===== src/rtl/run_seq_pkg.sv =====
`default_nettype none
//==============================================================================
// run_seq_pkg : shared state encoding and memory-owner codes for run_sequencer
// Revision    : 1.0
//==============================================================================
package run_seq_pkg;

    typedef enum logic [2:0] {
        IDLE  = 3'd0,
        RESET = 3'd1,
        LOAD  = 3'd2,
        RUN   = 3'd3,
        DONE  = 3'd4
    } state_e;

    localparam logic OWNER_HOST = 1'b0;
    localparam logic OWNER_CORE = 1'b1;

endpackage
`default_nettype wire


===== src/rtl/run_sequencer_if.sv =====
`default_nettype none
//==============================================================================
// run_sequencer_if : run-control, host-arbitration and status signals
// Revision         : 1.0
//==============================================================================
interface run_sequencer_if #(
    parameter int D  = 10,
    parameter int CW = 16
);
    logic          start;
    logic [D-1:0]  start_addr;
    logic          abort;
    logic          core_done;
    logic          host_req;
    logic          host_gnt;
    logic          mem_owner;
    logic          core_rst;
    logic          pc_load;
    logic [D-1:0]  pc_load_val;
    logic          busy;
    logic          ack;
    logic [CW-1:0] cycles;
    logic          timeout;

    // master issues run requests and observes status; slave is the sequencer
    modport master (
        output start, start_addr, abort, core_done, host_req,
        input  host_gnt, mem_owner, core_rst, pc_load, pc_load_val,
               busy, ack, cycles, timeout
    );

    modport slave (
        input  start, start_addr, abort, core_done, host_req,
        output host_gnt, mem_owner, core_rst, pc_load, pc_load_val,
               busy, ack, cycles, timeout
    );

endinterface
`default_nettype wire


===== src/rtl/run_cycle_ctr.sv =====
`default_nettype none
//==============================================================================
// run_cycle_ctr : saturating cycle counter with clear, enable and terminal count
// Revision      : 1.0
//==============================================================================
module run_cycle_ctr #(
    parameter int            CW = 16,
    parameter logic [CW-1:0] TC = '1
) (
    input  wire logic          clk,
    input  wire logic          rst,
    input  wire logic          i_clr,
    input  wire logic          i_en,
    output logic [CW-1:0]      o_count,
    output logic               o_tc
);

    logic [CW-1:0] count_q;
    logic [CW-1:0] count_d;

    always_comb begin
        count_d = count_q;
        if (i_clr) begin
            count_d = '0;
        end else if (i_en && (count_q != '1)) begin
            count_d = count_q + 1'b1;
        end
    end

    always_ff @(posedge clk or posedge rst) begin
        if (rst) begin
            count_q <= '0;
        end else begin
            count_q <= count_d;
        end
    end

    assign o_count = count_q;
    assign o_tc    = (count_q == TC);

endmodule
`default_nettype wire


===== src/rtl/run_sequencer.sv =====
`default_nettype none
//==============================================================================
// run_sequencer : holds the core in reset, loads its entry PC, times the run
//                 and arbitrates data-memory ownership with the host port
// Revision      : 1.0
//==============================================================================
module run_sequencer
    import run_seq_pkg::*;
#(
    parameter int          D           = 10,
    parameter int          CW          = 16,
    parameter int          RST_CYC     = 2,
    parameter int unsigned TIMEOUT_CYC = 16'hFFFF
) (
    input  wire logic      clk,
    input  wire logic      reset,
    run_sequencer_if.slave bus
);

    localparam int            RW       = (RST_CYC > 1) ? $clog2(RST_CYC) : 1;
    localparam logic [RW-1:0] RST_LAST = RW'(RST_CYC - 1);

    state_e        state_q, state_d;
    logic [RW-1:0] rst_cnt_q, rst_cnt_d;
    logic          core_rst_q, core_rst_d;
    logic          mem_owner_q, mem_owner_d;
    logic          host_gnt_q, host_gnt_d;
    logic          pc_load_q, pc_load_d;
    logic [D-1:0]  pc_load_val_q, pc_load_val_d;
    logic          busy_q, busy_d;
    logic          ack_q, ack_d;
    logic          timeout_q, timeout_d;

    logic          w_cnt_clr;
    logic          w_cnt_en;
    logic          w_cnt_tc;
    logic [CW-1:0] w_cycles;

    run_cycle_ctr #(
        .CW (CW),
        .TC (CW'(TIMEOUT_CYC))
    ) u_cycle_ctr (
        .clk     (clk),
        .rst     (reset),
        .i_clr   (w_cnt_clr),
        .i_en    (w_cnt_en),
        .o_count (w_cycles),
        .o_tc    (w_cnt_tc)
    );

    always_comb begin
        state_d       = state_q;
        rst_cnt_d     = rst_cnt_q;
        core_rst_d    = core_rst_q;
        mem_owner_d   = mem_owner_q;
        host_gnt_d    = 1'b0;
        pc_load_d     = 1'b0;
        pc_load_val_d = pc_load_val_q;
        busy_d        = busy_q;
        ack_d         = 1'b0;
        timeout_d     = timeout_q;
        w_cnt_clr     = 1'b0;
        w_cnt_en      = 1'b0;

        case (state_q)
            IDLE: begin
                core_rst_d  = 1'b1;
                mem_owner_d = OWNER_HOST;
                busy_d      = 1'b0;
                // an outstanding grant locks out start; otherwise start beats host_req
                if (!host_gnt_q && bus.start) begin
                    state_d       = RESET;
                    rst_cnt_d     = '0;
                    pc_load_val_d = bus.start_addr;
                    timeout_d     = 1'b0;
                    busy_d        = 1'b1;
                    w_cnt_clr     = 1'b1;
                end else begin
                    host_gnt_d = bus.host_req;
                end
            end
            RESET: begin
                if (rst_cnt_q == RST_LAST) begin
                    state_d     = LOAD;
                    core_rst_d  = 1'b0;
                    mem_owner_d = OWNER_CORE;
                    pc_load_d   = 1'b1;
                end else begin
                    rst_cnt_d = rst_cnt_q + 1'b1;
                end
            end
            LOAD: begin
                state_d = RUN;
            end
            RUN: begin
                if (bus.core_done || w_cnt_tc) begin
                    state_d     = DONE;
                    ack_d       = 1'b1;
                    core_rst_d  = 1'b1;
                    mem_owner_d = OWNER_HOST;
                    timeout_d   = !bus.core_done;
                end else begin
                    w_cnt_en = 1'b1;
                end
            end
            DONE: begin
                state_d = IDLE;
                busy_d  = 1'b0;
            end
            default: begin
                state_d = IDLE;
            end
        endcase

        // abort overrides any RESET/LOAD/RUN transition and freezes the count
        if (bus.abort && (state_q == RESET || state_q == LOAD || state_q == RUN)) begin
            state_d     = IDLE;
            core_rst_d  = 1'b1;
            mem_owner_d = OWNER_HOST;
            pc_load_d   = 1'b0;
            busy_d      = 1'b0;
            ack_d       = 1'b0;
            timeout_d   = 1'b0;
            w_cnt_en    = 1'b0;
        end
    end

    always_ff @(posedge clk or posedge reset) begin
        if (reset) begin
            state_q       <= IDLE;
            rst_cnt_q     <= '0;
            core_rst_q    <= 1'b1;
            mem_owner_q   <= OWNER_HOST;
            host_gnt_q    <= 1'b0;
            pc_load_q     <= 1'b0;
            pc_load_val_q <= '0;
            busy_q        <= 1'b0;
            ack_q         <= 1'b0;
            timeout_q     <= 1'b0;
        end else begin
            state_q       <= state_d;
            rst_cnt_q     <= rst_cnt_d;
            core_rst_q    <= core_rst_d;
            mem_owner_q   <= mem_owner_d;
            host_gnt_q    <= host_gnt_d;
            pc_load_q     <= pc_load_d;
            pc_load_val_q <= pc_load_val_d;
            busy_q        <= busy_d;
            ack_q         <= ack_d;
            timeout_q     <= timeout_d;
        end
    end

    assign bus.core_rst    = core_rst_q;
    assign bus.mem_owner   = mem_owner_q;
    assign bus.host_gnt    = host_gnt_q;
    assign bus.pc_load     = pc_load_q;
    assign bus.pc_load_val = pc_load_val_q;
    assign bus.busy        = busy_q;
    assign bus.ack         = ack_q;
    assign bus.cycles      = w_cycles;
    assign bus.timeout     = timeout_q;

endmodule
`default_nettype wire


===== src/flat_wrapper.sv =====
// flat-port wrapper written by rule: the top's interface ports become plain ports
module run_sequencer_flat import run_seq_pkg::*;
#(
    parameter int          D           = 10,
    parameter int          CW          = 16,
    parameter int          RST_CYC     = 2,
    parameter int unsigned TIMEOUT_CYC = 16'hFFFF
)
  (clk, reset, bus_start, bus_start_addr, bus_abort, bus_core_done, bus_host_req, bus_host_gnt, bus_mem_owner, bus_core_rst, bus_pc_load, bus_pc_load_val, bus_busy, bus_ack, bus_cycles, bus_timeout);
  run_sequencer_if #(.D(D), .CW(CW)) bus_i ();
  input  wire logic clk;
  input  wire logic reset;
  input wire logic [$bits(bus_i.start)-1:0] bus_start;
  input wire logic [$bits(bus_i.start_addr)-1:0] bus_start_addr;
  input wire logic [$bits(bus_i.abort)-1:0] bus_abort;
  input wire logic [$bits(bus_i.core_done)-1:0] bus_core_done;
  input wire logic [$bits(bus_i.host_req)-1:0] bus_host_req;
  output wire logic [$bits(bus_i.host_gnt)-1:0] bus_host_gnt;
  output wire logic [$bits(bus_i.mem_owner)-1:0] bus_mem_owner;
  output wire logic [$bits(bus_i.core_rst)-1:0] bus_core_rst;
  output wire logic [$bits(bus_i.pc_load)-1:0] bus_pc_load;
  output wire logic [$bits(bus_i.pc_load_val)-1:0] bus_pc_load_val;
  output wire logic [$bits(bus_i.busy)-1:0] bus_busy;
  output wire logic [$bits(bus_i.ack)-1:0] bus_ack;
  output wire logic [$bits(bus_i.cycles)-1:0] bus_cycles;
  output wire logic [$bits(bus_i.timeout)-1:0] bus_timeout;
  assign bus_i.start = bus_start;
  assign bus_i.start_addr = bus_start_addr;
  assign bus_i.abort = bus_abort;
  assign bus_i.core_done = bus_core_done;
  assign bus_i.host_req = bus_host_req;
  assign bus_host_gnt = bus_i.host_gnt;
  assign bus_mem_owner = bus_i.mem_owner;
  assign bus_core_rst = bus_i.core_rst;
  assign bus_pc_load = bus_i.pc_load;
  assign bus_pc_load_val = bus_i.pc_load_val;
  assign bus_busy = bus_i.busy;
  assign bus_ack = bus_i.ack;
  assign bus_cycles = bus_i.cycles;
  assign bus_timeout = bus_i.timeout;
  run_sequencer #(.D(D), .CW(CW), .RST_CYC(RST_CYC), .TIMEOUT_CYC(TIMEOUT_CYC)) u_core (.clk(clk), .reset(reset), .bus(bus_i));
endmodule

===== config.mk =====
export PLATFORM = sky130hd
export DESIGN_NAME = run_sequencer_flat
export DESIGN_NICKNAME = d
export VERILOG_FILES = /design/src/rtl/run_seq_pkg.sv /design/src/rtl/run_sequencer_if.sv /design/src/rtl/run_cycle_ctr.sv /design/src/rtl/run_sequencer.sv /design/src/flat_wrapper.sv
export SDC_FILE = /design/constraint.sdc
export NUM_CORES = 1
export LEC_CHECK = 0
export CAP_MARGIN = 40
export CORE_MARGIN = 5
export CORE_UTILIZATION = 40
export DETAILED_ROUTE_END_ITERATION = 7
export PLACE_DENSITY = 0.77
export SYNTH_ARGS = -nofsm -noshare
export SYNTH_HDL_FRONTEND = slang
export SYNTH_HIERARCHICAL = 1
export SYNTH_SLANG_ARGS = --single-unit

===== constraint.sdc =====
create_clock -name clk -period 3.2 [get_ports clk]
set_input_delay 0.8 -clock clk [delete_from_list [all_inputs] [get_ports clk]]
set_output_delay 0.8 -clock clk [all_outputs]
set_load 0.02 [all_outputs]

==> results.toml, run 1 <==
[worst_setup_path]
crit_type = "input pin to register"
rrSetupSlack_ns = 0.65
required_ns = 3.37
crit_path_top_delay_cell = "clkdlybuf4s50_1"
regToRegStartpoint = "u_core/u_cycle_ctr/o_count[0]$_DFFE_PP0P_"
r2r_end = "u_core/u_cycle_ctr/o_count[10]$_DFFE_PP0P_"
rr_worst_depth = 9
critPathMaxStageDelay_ns = 0.43
path_max_fanout = 11
setup.worst_path.end_class = "register"
cp-start-kind = "input pin"
path_cells = "clkdlybuf4s50_1 -> nand4bb_4 -> nor3_4 -> buf_4 -> nand2_1 -> nor4_1 -> mux2_2"
cp.arrival_ns = 2.76

[power]
p_sw_frac = 0.3409
p_per_area_nw_per_um2 = 680.5
p_comb_frac = 0.400
leakagePower_nw = 1.071
p_clk_frac = 0.202
netSwitchingPower_w = 0.0005948
sequentialPowerShare = 0.398
p_int_w = 0.001150
ir_drop_mv = 0.5101

[clock_network]
worstSkewPairLatency_ns = 0.28
max-clock-path-buffers = 2
cts_hold_buf = 0
cts_tree = "yes"
cts_buffers = 5
root_buffer = "clkbuf_8"
cts.htree.levels = 2
clkSlewWorstSetupHoldPaths_ns = 0.07
post-cts-setup-buffer-count = 0
clock-sinks = 37
postCtsResizedCells = 0

[yosys]
synth_top_area_share = 0.4681
ys_types = 50
synth.yosys.warnings = 6
synth-seq-area-share = 0.4818
synth_area_leaders = "dfrtp_1 (47%), mux2_2 (9.4%), nor2_1 (3.7%)"
synth_enable_flop_cells = 0
synth_ff_type = "dfrtp_1"
yosysTopAreaCell = "dfrtp_1"
netlist_area_um2 = 1924
syn_area_per_cell_um2 = 11.32
synth-seq-cells = 37
synthesis.nets = 187
async_flop_share = 1.000
synth_cells = 170

[worst_hold_path]
holdPathEnd = "u_core/bus.core_rst$_DFFE_PP1P_"
min_path_cells = 2
worstHoldStart = "u_core/bus.core_rst$_DFFE_PP1P_"
hp-class = "register to register"

[finish]
areaGrowthSynthToFinish_pct = 33.23
fin_nets = 241
nFillCells = 420
final_layout_size_suffix_gt1_frac = 0.1867
multi_input_area_um2 = 919.6
largest_register_ffs = 16
num_antenna_cells = 0
final-seq-area_um2 = 927.1

[detailed_routing]
vias = 1542
first_pass_iters = 4
totalWireLength_um = 4174
wire_per_inst_um = 14.96
drc = 0
vias_per_cell = 5.527
drtIter0Drc = 102
drtAntennaViolNets = 0

[place]
dp_hpwl_um = 3098
port_buffers = 48
place_ws_ns = 0.3358
gp_congestion = 0.8210

[global_route]
grt_pass1_vias = 1528
track_usage = 0.1488
grt_pass1_wl_um = 7452
grt_overflow = 0
antenna_found_initial = 0
grt_max_degree = 22

[floorplanning]
pin_count = 49
initial_core_util = 0.4101
coreArea_um2 = 4692
dieHeight_um = 79.36
chipWidth_um = 79.36
num_rows = 25
die-area_um2 = 6298

[job]
maxCapViolCount = 0

[run_status]
run_status = "completed"

[sta]
whs_ns = 0.4777
slew_headroom = 0.4801
finalHoldViolations = 0
rsz0062_at_grt = "false"
setup_ws_ns = 0.6092
finalSetupTns_ns = 0
finalMaxSlewViolations = 0
min_period_ns = 2.591
fmax_mhz = 386.0
clock_skew_ns = 0.005188
finalSetupViolations = 0
period_share = 0.8096
worstMarginPinSlew_ns = 0.7790
## layout make-up
| cell class | count | share of cell area |
|---|---|---|
| Timing Repair Buffer | 54 | 0.2050 |
| Clock buffer | 7 | 0.03758 |
| Clock inverter | 1 | 0.001952 |
| Tap cell | 54 | 0.02635 |
| Inverter | 6 | 0.008785 |
| Multi-Input combinational cell | 120 | 0.3587 |
| Sequential cell | 37 | 0.3616 |
## power groups by stage
stage | clock [W] | sequential, W | combinational (W)
CTS | 0.000365 | 0.000694 | 0.000709
global route | 0.000380 | 0.000717 | 0.000756
finish | 0.000352 | 0.000694 | 0.000698
floorplan | 0 | 0.000780 | 0.000355
global placement | 0 | 0.000699 | 0.000692
detailed placement | 0 | 0.000703 | 0.000705
## logic make-up (layout without fill, tap and decap cells)
group	count (synthesis)	after routing	share of synthesized area
xor+xnor	1	1	0.004552
simple gates	77	77	0.2796
flops	37	37	0.4818
compound gates	23	23	0.08257
fa+ha+maj	1	1	0.006501
mux	18	18	0.1047
buf+inv	13	68	0.04030
## cell usage in the layout (no fill, tap or decap), types with 2 or more instances in the layout
cell type / netlist / routed
nor4_4: 2 / 2
nor2_1: 19 / 19
nand3_1: 4 / 4
nand4_4: 2 / 2
nand4_1: 4 / 4
dfrtp_1: 36 / 36
nor2b_1: 7 / 7
o21ai_0: 4 / 4
clkbuf_8: 0 / 7
buf_4: 2 / 6
nor4b_1: 2 / 2
o32a_1: 2 / 2
nor4_1: 3 / 3
and3b_1: 2 / 2
or3_1: 3 / 3
o31ai_1: 2 / 2
mux2_2: 16 / 16
clkdlybuf4s50_1: 0 / 48
a21oi_1: 9 / 9
nor3_1: 7 / 7
inv_1: 6 / 6
or4_1: 2 / 2
nand2_1: 5 / 5
nand2b_1: 2 / 2
## worst max-delay path, delay by kind of cell
family                 cells  cell delay (ns)
buffers and inverters      2             0.63
multiplexers               1             0.37
AND/OR/NAND/NOR            4             0.96
## synth_stat cells (3+ instances only)
library cell  number
nand4_1            4
a21oi_1            9
inv_1              6
dfrtp_1           36
nor2_1            19
nor2b_1            7
nand3_1            4
nor4_1             3
o21ai_0            4
nand2_1            5
or3_1              3
mux2_2            16
nor3_1             7
## worst max path at each step
stage | start | end | cells past startpoint
detailed placement | bus_abort | u_core/u_cycle_ctr/o_count[10]$_DFFE_PP0P_ | 7
CTS | bus_abort | u_core/u_cycle_ctr/o_count[13]$_DFFE_PP0P_ | 7
floorplan | u_core/u_cycle_ctr/o_count[0]$_DFFE_PP0P_ | u_core/u_cycle_ctr/o_count[13]$_DFFE_PP0P_ | 9
global placement | bus_abort | u_core/u_cycle_ctr/o_count[13]$_DFFE_PP0P_ | 7
finish | bus_abort | u_core/u_cycle_ctr/o_count[10]$_DFFE_PP0P_ | 7
global route | u_core/u_cycle_ctr/o_count[0]$_DFFE_PP0P_ | u_core/u_cycle_ctr/o_count[10]$_DFFE_PP0P_ | 9
## stage by stage
step                        util  cell area (µm²)  total power, W  instances
after global placement    0.5248             2462        0.001391        271
final                     0.5464             2564        0.001745        279
after CTS                 0.5464             2564        0.001769        279
after global routing      0.5464             2564        0.001852        279
after detailed placement  0.5248             2462        0.001408        271
after floorplan                -             1924        0.001135        170
## per-layer routing
metal / GRT usage / vias up / routed length [µm]
met3: 0.02721 / 4 / 148
met1: 0.2079 / 771 / 2036
li1: - / 736 / -
met4: 0.04124 / 0 / 43
met2: 0.2365 / 31 / 1945
met5: 0 / - / 0
Note: power is estimated with default switching activity, not from simulation.
==> inputs of run 2 (changes only) <==
- clock period: 3.2 -> 2.55 ns (I/O delays scaled with it)
==> run 2 against run 1 <==
  * Non-clock buffer count increased by 6
  * Count of clock-buffer cells in the layout did not move
  * Highest routed layer unchanged
  * Setup slack lost 0.35 ns
  * Clock skew rose by 0.0032 ns
==> results.toml, run 2 (synthesized netlist as in run 1, its figures left out) <==
[detailed_routing]
totalWireLength_um = 4340
vias = 1533
vias_per_cell = 5.379
drc = 0
drtIter0Drc = 148
first_pass_iters = 4
drtAntennaViolNets = 0
wire_per_inst_um = 15.23

[finish]
fin_nets = 247
num_antenna_cells = 0
layout_common_cells = "clkdlybuf4s50_1 (48), dfrtp_1 (36), nor2_1 (19), mux2_2 (16), buf_4 (11)"
layout.cells.non_filler = 285
fin_area_um2 = 2648
mostFrequentLayoutCell = "clkdlybuf4s50_1"
final_layout_size_suffix_gt1_frac = 0.2121
areaGrowthSynthToFinish_pct = 37.58
largest_register_ffs = 16

[place]
dp_hpwl_um = 3160
dp_cells = 277
place_ws_ns = -0.04833
place_area_um2 = 2531
port_buffers = 48
gp_congestion = 0.8046

[sta]
min_period_ns = 2.289
clock_skew_ns = 0.008428
fmax_mhz = 436.8
finalSetupViolations = 0
finalSetupTns_ns = 0
setup_ws_ns = 0.2605
worstMarginPinSlew_ns = 0.6370
finalHoldViolations = 0
finalMaxSlewViolations = 0
period_share = 0.8978
rsz0062_at_grt = "false"
slew_headroom = 0.5749

[worst_setup_path]
cp_num_buf_inv = 1
setup.worst_path.end_class = "register"
crit_type = "input pin to register"
regToRegStartpoint = "u_core/u_cycle_ctr/o_count[1]$_DFFE_PP0P_"
critical-path-top-delay-family = "simple AND/OR/NAND/NOR gates"
path_max_fanout = 5
cp-start-kind = "input pin"
path_cells = "clkdlybuf4s50_1 -> nand4bb_4 -> nor3_4 -> nand3_2 -> nor3_2 -> nor4b_2 -> mux2_2"
cp.arrival_ns = 2.46
crit_path_start = "bus_abort"
critPathMaxStageDelay_ns = 0.42
required_ns = 2.72
crit_path_top_delay_cell = "clkdlybuf4s50_1"

[clock_network]
postCtsResizedCells = 0
post-cts-setup-buffer-count = 0
cts_buffers = 5
worstSkewPairLatency_ns = 0.29
cts.htree.levels = 2
root_buffer = "clkbuf_8"
cts_hold_buf = 0
clkSlewWorstSetupHoldPaths_ns = 0.08
max-clock-path-buffers = 2
clock-sinks = 37
cts_tree = "yes"

[worst_hold_path]
hp-class = "register to register"
worstHoldStart = "u_core/bus.core_rst$_DFFE_PP1P_"

[power]
p_per_area_nw_per_um2 = 872.3
leakagePower_nw = 1.107
ir_drop_mv = 0.5452

[global_route]
grt_pass1_vias = 1554
track_usage = 0.1543
grt_pass1_wl_um = 7596
grt_overflow = 0
antenna_found_initial = 0
grt_max_degree = 24

[run_status]
run_status = "completed"

[floorplanning]
initial_core_util = 0.4101
die-area_um2 = 6298
chipWidth_um = 79.36
num_rows = 25
pin_count = 49
dieHeight_um = 79.36
coreArea_um2 = 4692

[job]
maxCapViolCount = 0
[run 2: cell type report]
cell class              count  area [µm²]
clock inverters             1       30.03
inverters                   6       22.52
fillers                   405        2044
well taps                  54       67.56
multi-input cells         120       930.9
clock buffers               7       86.33
repair buffers             60       583.1
flip-flops and latches     37       927.1
[run 2: metrics by stage]
stage	total power (W)	utilization	hold slack [ns]
after global placement	0.001776	0.5395	0.4690
after detailed placement	0.001802	0.5395	0.4745
after CTS	0.002332	0.5643	0.4897
after floorplan	0.001426	-	0.4729
after global routing	0.002453	0.5643	0.4953
final	0.002310	0.5643	0.4925
[run 2: final timing paths]
path,endpoint,slack [ns],cells past startpoint
setup / recovery,u_core/u_cycle_ctr/o_count[13]$_DFFE_PP0P_,0.26,7
hold / removal,u_core/bus.core_rst$_DFFE_PP1P_,0.49,2
setup reg to reg,u_core/u_cycle_ctr/o_count[13]$_DFFE_PP0P_,0.30,8
hold reg to reg,u_core/bus.core_rst$_DFFE_PP1P_,0.49,2
max in group asynchronous,u_core/u_cycle_ctr/o_count[11]$_DFFE_PP0P_,1.37,2
min in group asynchronous,u_core/bus.pc_load_val[2]$_DFFE_PP0P_,0.71,3
[run 2: report_power, final]
part	total [W]	switching, W	internal, W
Clock	0.000523	0.000204	0.000319
Sequential	0.000868	0.000129	0.000739
Combinational	0.000919	0.000431	0.000488
Total	0.00231	0.000764	0.00155
[run 2: worst min-delay path, stage by stage, from the launching register on]
cell and delay [ns]:
dfstp_2 0.38, inv_1 0.05, o32ai_1 0.07
[run 2: layer usage]
metal,GRT usage,part of all wire,vias to the layer above
met1,0.2012,0.45,743
met3,0.04422,0.056,6
met2,0.2433,0.47,38
li1,-,-,746
met4,0.05670,0.016,0
met5,0,0,-
